$ cat config.mk
export PLATFORM = sky130hd
export DESIGN_NAME = lbist_pattern_seq_flat
export DESIGN_NICKNAME = d
export VERILOG_FILES = /design/src/rtl/lbist_pkg.sv /design/src/rtl/lbist_pattern_seq_if.sv /design/src/rtl/lbist_addr_gen.sv /design/src/rtl/lbist_pattern_seq.sv /design/src/flat_wrapper.sv
export SDC_FILE = /design/constraint.sdc
export NUM_CORES = 1
export LEC_CHECK = 0
export CAP_MARGIN = 20
export CELL_PAD_IN_SITES_DETAIL_PLACEMENT = 2
export CELL_PAD_IN_SITES_GLOBAL_PLACEMENT = 2
export CORE_MARGIN = 8
export CORE_UTILIZATION = 31
export DETAILED_ROUTE_END_ITERATION = 10
export PLACE_DENSITY = 0.77
export SKIP_CTS_REPAIR_TIMING = 1
export SYNTH_ARGS = -nofsm -noshare
export SYNTH_HDL_FRONTEND = slang
export SYNTH_SLANG_ARGS = --single-unit
$ cat constraint.sdc
create_clock -name clk -period 2.9 [get_ports clk]
set_clock_uncertainty 0.15 [all_clocks]
set_input_delay 0.87 -clock clk [delete_from_list [all_inputs] [get_ports clk]]
set_output_delay 0.87 -clock clk [all_outputs]
set_load 0.02 [all_outputs]
$ cat src/rtl/lbist_pkg.sv
// Shared types and constants for the LBIST pattern sequencer.
package lbist_pkg;

  typedef enum logic [2:0] {
    IDLE,
    FETCH,
    CAPT,
    PRESENT,
    DONE
  } state_t;

  localparam logic MEM_READ = 1'b0;

endpackage

$ cat src/rtl/lbist_pattern_seq_if.sv
// Pattern-memory control pins plus the downstream pattern valid/ready stream.
interface lbist_pattern_seq_if #(
  parameter int word_size    = 8,
  parameter int address_bits = 8
);
  logic                    mem_en;
  logic                    mem_rw;
  logic [address_bits-1:0] mem_add;
  logic [word_size-1:0]    mem_data;
  logic [word_size-1:0]    pat_data;
  logic                    pat_valid;
  logic                    pat_ready;
  logic [address_bits:0]   pat_idx;

  modport master (
    output mem_en, mem_rw, mem_add, pat_data, pat_valid, pat_idx,
    input  mem_data, pat_ready
  );

  modport slave (
    input  mem_en, mem_rw, mem_add, pat_data, pat_valid, pat_idx,
    output mem_data, pat_ready
  );
endinterface

$ cat src/rtl/lbist_addr_gen.sv
// Base + index address counter with modulo-2^address_bits wrap and terminal-count flag.
module lbist_addr_gen #(
  parameter int address_bits = 8
) (
  input  logic                    clk,
  input  logic                    rst,
  input  logic                    load,
  input  logic                    clr,
  input  logic                    step,
  input  logic [address_bits-1:0] base_add,
  input  logic [address_bits:0]   num_pat,
  output logic [address_bits-1:0] addr,
  output logic [address_bits:0]   idx,
  output logic                    last
);
  localparam logic [address_bits:0] ONE = {{address_bits{1'b0}}, 1'b1};

  logic [address_bits-1:0] base_reg;
  logic [address_bits:0]   num_reg;
  logic [address_bits:0]   idx_reg;

  always_ff @(posedge clk or posedge rst) begin
    if (rst) begin
      base_reg <= '0;
      num_reg  <= '0;
      idx_reg  <= '0;
    end else if (load) begin
      base_reg <= base_add;
      num_reg  <= num_pat;
      idx_reg  <= '0;
    end else if (clr) begin
      idx_reg <= '0;
    end else if (step) begin
      idx_reg <= idx_reg + ONE;
    end
  end

  // Dropping the index MSB makes the sum wrap naturally at the top of memory.
  assign addr = base_reg + idx_reg[address_bits-1:0];
  assign idx  = idx_reg;
  assign last = ((idx_reg + ONE) == num_reg);
endmodule

$ cat src/rtl/lbist_pattern_seq.sv
// LBIST pattern-memory sequencer: fetch, register and hand off num_pat words.
// Optional multi-pass repetition is enabled with `define LBIST_SEQ_LOOP_EN.
module lbist_pattern_seq
  import lbist_pkg::*;
#(
  parameter int word_size    = 8,
  parameter int address_bits = 8
) (
  input  logic                    clk,
  input  logic                    rst,
  input  logic                    start,
  input  logic                    abort,
  input  logic [address_bits-1:0] base_add,
  input  logic [address_bits:0]   num_pat,
`ifdef LBIST_SEQ_LOOP_EN
  input  logic [7:0]              loop_cnt,
`endif
  output logic                    busy,
  output logic                    done,
  lbist_pattern_seq_if.master     bus
);
  state_t state_reg, state_next;

  logic                    load, step, restart, handshake, last, more_passes;
  logic [address_bits-1:0] addr;
  logic [address_bits:0]   idx;
  logic [word_size-1:0]    pat_data_reg;
  logic [address_bits:0]   pat_idx_reg;
  logic                    pat_valid_reg;

  lbist_addr_gen #(.address_bits(address_bits)) u_addr_gen (
    .clk      (clk),
    .rst      (rst),
    .load     (load),
    .clr      (restart),
    .step     (step),
    .base_add (base_add),
    .num_pat  (num_pat),
    .addr     (addr),
    .idx      (idx),
    .last     (last)
  );

`ifdef LBIST_SEQ_LOOP_EN
  logic [7:0] loop_reg, pass_reg;

  always_ff @(posedge clk or posedge rst) begin
    if (rst) begin
      loop_reg <= '0;
      pass_reg <= '0;
    end else if (load) begin
      loop_reg <= loop_cnt;
      pass_reg <= '0;
    end else if (restart) begin
      pass_reg <= pass_reg + 8'd1;
    end
  end

  assign more_passes = (pass_reg != loop_reg);
`else
  assign more_passes = 1'b0;
`endif

  always_ff @(posedge clk or posedge rst) begin
    if (rst) state_reg <= IDLE;
    else     state_reg <= state_next;
  end

  always_comb begin
    state_next = state_reg;
    load       = 1'b0;
    step       = 1'b0;
    restart    = 1'b0;
    handshake  = pat_valid_reg && bus.pat_ready;
    case (state_reg)
      IDLE: begin
        if (start && !abort) begin
          load       = 1'b1;
          state_next = (num_pat == '0) ? DONE : FETCH;
        end
      end
      FETCH:   state_next = CAPT;
      CAPT:    state_next = PRESENT;
      PRESENT: begin
        if (handshake) begin
          if (last && more_passes) begin
            restart    = 1'b1;
            state_next = FETCH;
          end else begin
            step       = 1'b1;
            state_next = last ? DONE : FETCH;
          end
        end
      end
      DONE:    state_next = IDLE;
      default: state_next = IDLE;
    endcase
    // Abort overrides everything outside IDLE and suppresses the done pulse.
    if (abort && state_reg != IDLE) begin
      state_next = IDLE;
      load       = 1'b0;
      step       = 1'b0;
      restart    = 1'b0;
    end
  end

  always_ff @(posedge clk or posedge rst) begin
    if (rst) begin
      pat_data_reg  <= '0;
      pat_idx_reg   <= '0;
      pat_valid_reg <= 1'b0;
    end else if (abort && state_reg != IDLE) begin
      pat_valid_reg <= 1'b0;
    end else if (state_reg == CAPT) begin
      pat_data_reg  <= bus.mem_data;
      pat_idx_reg   <= idx;
      pat_valid_reg <= 1'b1;
    end else if (handshake) begin
      pat_valid_reg <= 1'b0;
    end
  end

  // Control outputs decode straight from state so async reset clears them at once.
  assign bus.mem_en    = (state_reg == FETCH);
  assign bus.mem_rw    = MEM_READ;
  assign bus.mem_add   = addr;
  assign bus.pat_data  = pat_data_reg;
  assign bus.pat_idx   = pat_idx_reg;
  assign bus.pat_valid = pat_valid_reg;
  assign busy          = (state_reg != IDLE);
  assign done          = (state_reg == DONE);
endmodule

$ cat src/flat_wrapper.sv
// flat-port wrapper written by rule: the top's interface ports become plain ports
module lbist_pattern_seq_flat import lbist_pkg::*;
#(
  parameter int word_size    = 8,
  parameter int address_bits = 8
)
  (clk, rst, start, abort, base_add, num_pat, busy, done, bus_mem_en, bus_mem_rw, bus_mem_add, bus_pat_data, bus_pat_valid, bus_pat_idx, bus_mem_data, bus_pat_ready);
  lbist_pattern_seq_if #(.word_size(word_size), .address_bits(address_bits)) bus_i ();
  input  logic clk;
  input  logic rst;
  input  logic start;
  input  logic abort;
  input  logic [address_bits-1:0] base_add;
  input  logic [address_bits:0] num_pat;
  output logic busy;
  output logic done;
  output wire logic [$bits(bus_i.mem_en)-1:0] bus_mem_en;
  output wire logic [$bits(bus_i.mem_rw)-1:0] bus_mem_rw;
  output wire logic [$bits(bus_i.mem_add)-1:0] bus_mem_add;
  output wire logic [$bits(bus_i.pat_data)-1:0] bus_pat_data;
  output wire logic [$bits(bus_i.pat_valid)-1:0] bus_pat_valid;
  output wire logic [$bits(bus_i.pat_idx)-1:0] bus_pat_idx;
  input wire logic [$bits(bus_i.mem_data)-1:0] bus_mem_data;
  input wire logic [$bits(bus_i.pat_ready)-1:0] bus_pat_ready;
  assign bus_mem_en = bus_i.mem_en;
  assign bus_mem_rw = bus_i.mem_rw;
  assign bus_mem_add = bus_i.mem_add;
  assign bus_pat_data = bus_i.pat_data;
  assign bus_pat_valid = bus_i.pat_valid;
  assign bus_pat_idx = bus_i.pat_idx;
  assign bus_i.mem_data = bus_mem_data;
  assign bus_i.pat_ready = bus_pat_ready;
  lbist_pattern_seq #(.word_size(word_size), .address_bits(address_bits)) u_core (.clk(clk), .rst(rst), .start(start), .abort(abort), .base_add(base_add), .num_pat(num_pat), .busy(busy), .done(done), .bus(bus_i));
endmodule
**Word level (Yosys, flattened, before mapping)**

Cells that the tools add are included.

- $add $sub $neg: 2
- Eq/ne operators: 7
- Muxes and demuxes: 17
- Bitwise operators: 1
- Reduce and logical (&&, ||, !) cells: 11

Operators with widths:

| cell | number |
|---|---|
| $mux 9 | 2 |
| $mux 3 | 5 |
| $pmux 3 s4 | 1 |
| $add 9x1->9 const B | 1 |
| $eq 9x9->1 | 1 |
| $logic_not 9->1 | 1 |
| $mux 1 | 9 |
| $add 8x8->8 | 1 |
| $eq 3x2->1 const B | 2 |
| $ne 3x1->1 const B | 2 |
| $reduce_bool 3->1 | 2 |
| $reduce_and 2->1 | 2 |
| $eq 3x1->1 const B | 1 |
| $eq 3x3->1 const B | 1 |
| $logic_and 1x1->1 | 3 |
| $logic_not 3->1 | 1 |
| $reduce_bool 2->1 | 1 |
| $logic_not 1->1 | 1 |
| $not 1->1 | 1 |

- Bits in registers: 47
- Input bits: 30
- Word-level logic and storage cells: 45

**Longest topological paths before layout**

- Word-level depth: 6
- Gate-level depth with buffers: 9
- Gate-level depth less buffers: 9

**Modules after synthesis**

A second synthesis with hierarchy kept.

- Cells, all modules: 224
- Area, all modules: 2581.2 sq um

By module, submodules not included:

| module | instances | cells each | area each (sq um) |
|---|---|---|---|
| lbist_addr_gen | 1 | 149 | 1619.1 |
| lbist_pattern_seq | 1 | 75 | 962.2 |

**Worst setup path before layout**

No wires, ideal clock.

- Path kind: reg2out
- Start point: reg u_core.u_addr_gen.idx_reg[0] (netlist: u_core.u_addr_gen.idx[0])
- End point: out bus_mem_add[6]
- Data arrival time: 1.974 ns
- Data required time: 1.880 ns
- Path slack: -0.094 ns
- Stages on the path, launching flop included: 10
- Path through: dfrtp_1 ha_1 inv_1 fa_1 nor2b_1 o21ai_0 a21oi_1 o21a_1 nor2_1 xnor2_1

- Word-level cells in the longest chain between the ends: 1

RTL lines:

| item | line | source |
|---|---|---|
| start: declaration | lbist_addr_gen.sv:20 | `logic [address_bits:0] idx_reg;` |
| start signal: assignment | lbist_addr_gen.sv:34 | `idx_reg <= idx_reg + ONE;` |
| $add 8x8->8 | lbist_addr_gen.sv:39 | `assign addr = base_reg + idx_reg[address_bits-1:0];` |
| end: declaration | flat_wrapper.sv:19 | `output wire logic [$bits(bus_i.mem_add)-1:0] bus_mem_add;` |

Every way passes these cells.

**Worst setup path in the final report**

- Start point: reg u_core.u_addr_gen.base_reg[0]
- End point: out bus_mem_add[6]

- Word-level cells in the longest chain between the ends: 1

RTL lines:

| item | line | source |
|---|---|---|
| start: declaration | lbist_addr_gen.sv:18 | `logic [address_bits-1:0] base_reg;` |
| start signal: assignment | lbist_addr_gen.sv:28 | `base_reg <= base_add;` |
| $add 8x8->8 | lbist_addr_gen.sv:39 |  |

Every way passes these cells.

==> reports/metrics.cfg <==
[status]
status=complete, but fails checks
violations=setup timing

[cells_and_area]
fin_area_sq_mm=0.00339
drive_above_1_share=0.239
insertedDiodeCount=0
nNetsFinal=331
final_util=0.440
area_growth_pct=38.9
fillCellCount=821
layout.cells.non_filler=395

[timing]
min_period_ns=3.14
period_share=1.08
worst_pin_slew_ns=0.534
max_freq_ghz=0.318
slew_violations=0
setup_slack_ns=-0.242
setup_violations=4
timing.setup.tns_ns=-0.525
hold_viol_final=0
hold_slack_ns=0.346
timing.slew.headroom=0.644
rsz0062_at_grt=yes

[drt]
drtAntennaViolNets=0
via_per_inst=4.98
wl_mm=7.10
wire_per_inst_microns=18.0
drtIter0Drc=34
drc=0
drtPass1Iterations=4
vias=1968

[global_routing]
grt_pass1_vias=2264
overflow=0
grt_max_degree=29
antenna_found_initial=0
grt_pass1_wl_mm=11.8
gr-usage-all-layers=0.132

[die]
fp.dieH_microns=105
rows=32
dieArea_sq_mm=0.0110
core-area_sq_mm=0.00769
initial_core_util=0.317
die_x_microns=105
ios=60

[power_and_ir_drop]
power_density_mw_per_mm2=553
peakVddDrop_mv=0.347
power.total_mw=1.87
leakage_nw=1.49

[synthesis]
ys_types=44
synth_nets=254
synth_compound_area_frac=0.0857
synthMuxAreaShare=0.157
ys_seq_elements=47
postSynthCellCount=215
yosysSeqAreaShare=0.483
yosys.area_share.simple=0.122
synth_xor_area_frac=0.0719
synthAdderAreaFrac=0.0493
syn_area_sq_mm=0.00244
syn_area_per_cell_sq_um=11.3
synth_top_family_by_area=multiplexers
ys_warn_count=0

[clock_network]
cts_sinks=47
root_buffer=clkbuf_8
clk_latency_ns=0.31
cts_made_buffers=5
clkTransAtPathRegs_ns=0.09
cts.path.max_buffers=2
tritoncts=built
h-tree-depth=2

[place]
placed_area_sq_mm=0.00327
port-buffer-count=58
pre_cts_slack_ns=-0.537
place_congestion=0.832
placed_cells=385
dpl.hpwl_mm=5.61

[setup_path]
path_class=reg -> out
cp.required_ns=1.88
setup.worst_path.start_class=flip-flop
critPathArrivalTime_ns=2.12
cp_max_fo=2
end_kind=output pin

[min_path]
hold_path_class=reg -> reg

[flow_run]
maxCapViolations=0

-- layout make-up --
type | count | area (sq um) | share of cell area
Clock buffer | 6 | 72.6 | 0.0214
Clock inverter | 2 | 12.5 | 0.00370
Inverter | 9 | 33.8 | 0.00998
Multi-Input combinational cell | 152 | 1220 | 0.362
Sequential cell | 47 | 1180 | 0.347
Tap cell | 102 | 128 | 0.0377
Timing Repair Buffer | 77 | 738 | 0.218
-- routing by layer --
metal,routed length [microns],vias to the layer above,global-route usage
met1,3130,1016,0.159
li1,-,908,-
met4,96,0,0.0428
met3,182,8,0.0252
met2,3680,36,0.231
met5,0,-,0
-- cell usage in the layout, fill, tap and decap left out, types with 2 or more instances in the layout --
master	Yosys	routed
a21oi_2	0	2
and2_1	2	2
buf_12	0	2
buf_4	1	21
clkbuf_8	0	5
clkdlybuf4s50_1	0	51
dfrtp_1	47	47
dlymetal6s2s_1	0	2
ha_1	8	7
inv_1	9	8
mux2_1	9	9
mux2_2	25	25
nand2_1	10	10
nand3_1	7	7
nor2_1	16	16
nor2b_1	2	2
nor3_1	2	2
nor3b_1	2	2
nor4_1	2	2
o21ai_0	15	14
o21ai_1	4	4
o31ai_1	2	2
or4_1	2	2
xnor2_1	13	12
xor2_1	7	7
-- path summary, 6_finish.rpt --
kind,startpoint,endpoint,slack [ns],cells past startpoint
max,u_core.u_addr_gen.base_reg[0],bus_mem_add[6],-0.24,10
min,u_core.bus.pat_data[7],u_core.bus.pat_data[7],0.35,1
max reg2reg,u_core.u_addr_gen.idx[0],u_core.state_reg[2],0.19,9
min reg2reg,u_core.bus.pat_data[7],u_core.bus.pat_data[7],0.35,1
max in group asynchronous,rst,u_core.u_addr_gen.base_reg[5],1.36,3
min in group asynchronous,rst,u_core.u_addr_gen.num_reg[0],0.73,2
-- critical path, cell delays in order (launching register included) --
cell     delay [ns]
dfrtp_1        0.37
ha_2           0.19
inv_1          0.07
fa_2           0.34
nor2b_1        0.15
o21ai_2        0.08
a21oi_2        0.15
o21a_1         0.12
nor2_1         0.06
xnor2_2        0.13
buf_4          0.16
-- where the power goes --
group,switching (mW),internal (mW)
combinational,0.294,0.337
sequential,0.0740,0.765
clock,0.234,0.169
-- synthesized netlist by cell type --
| master | instances | area share |
|---|---|---|
| nor3_1 | 2 | 0.0041 |
| nand2_1 | 10 | 0.015 |
| nor4_1 | 2 | 0.0051 |
| or3_1 | 1 | 0.0026 |
| and3_1 | 1 | 0.0026 |
| o211ai_1 | 1 | 0.0031 |
| nor4b_4 | 1 | 0.0098 |
| fa_1 | 1 | 0.0082 |
| nor2_2 | 1 | 0.0026 |
| o21a_1 | 1 | 0.0031 |
| and2_0 | 1 | 0.0026 |
| a21oi_1 | 3 | 0.0062 |
| or4_1 | 2 | 0.0062 |
| nor2b_1 | 2 | 0.0051 |
| o21ai_1 | 4 | 0.0082 |
| nand3_1 | 7 | 0.014 |
| a2111o_1 | 1 | 0.0046 |
| o41ai_1 | 2 | 0.0072 |
| o31ai_1 | 2 | 0.0062 |
| and3_4 | 1 | 0.0046 |
| buf_6 | 1 | 0.0046 |
| clkbuf_1 | 3 | 0.0046 |
| a31o_2 | 1 | 0.0036 |
| nand4_2 | 1 | 0.0051 |
| xnor2_1 | 13 | 0.047 |
| nand3b_1 | 1 | 0.0031 |
| o22ai_1 | 1 | 0.0026 |
| and2_1 | 2 | 0.0051 |
| a22o_1 | 1 | 0.0036 |
| conb_1 | 1 | 0.0015 |
| a21o_1 | 1 | 0.0031 |
| ha_1 | 8 | 0.041 |
| or2_1 | 1 | 0.0026 |
| a41oi_1 | 1 | 0.0036 |
| mux2_2 | 25 | 0.12 |
| nor2_1 | 16 | 0.025 |
| dfrtp_1 | 47 | 0.48 |
| buf_2 | 2 | 0.0041 |
| mux2_1 | 9 | 0.042 |
| buf_4 | 1 | 0.0031 |
| o21ai_0 | 15 | 0.031 |
| nor3b_1 | 2 | 0.0062 |
| xor2_1 | 7 | 0.025 |
| inv_1 | 9 | 0.014 |
-- cells by family (layout without fill, tap and decap cells) --
group	after synthesis	in the layout
AO/OA/AOI/OAI	34	34
adder cells (fa/ha/maj)	9	9
XOR/XNOR	20	20
other	1	1
AND/OR/NAND/NOR	54	54
buffers and inverters	16	94
multiplexers	34	34
flip-flops	47	47
No activity file was read; power rests on OpenSTA's default activity.
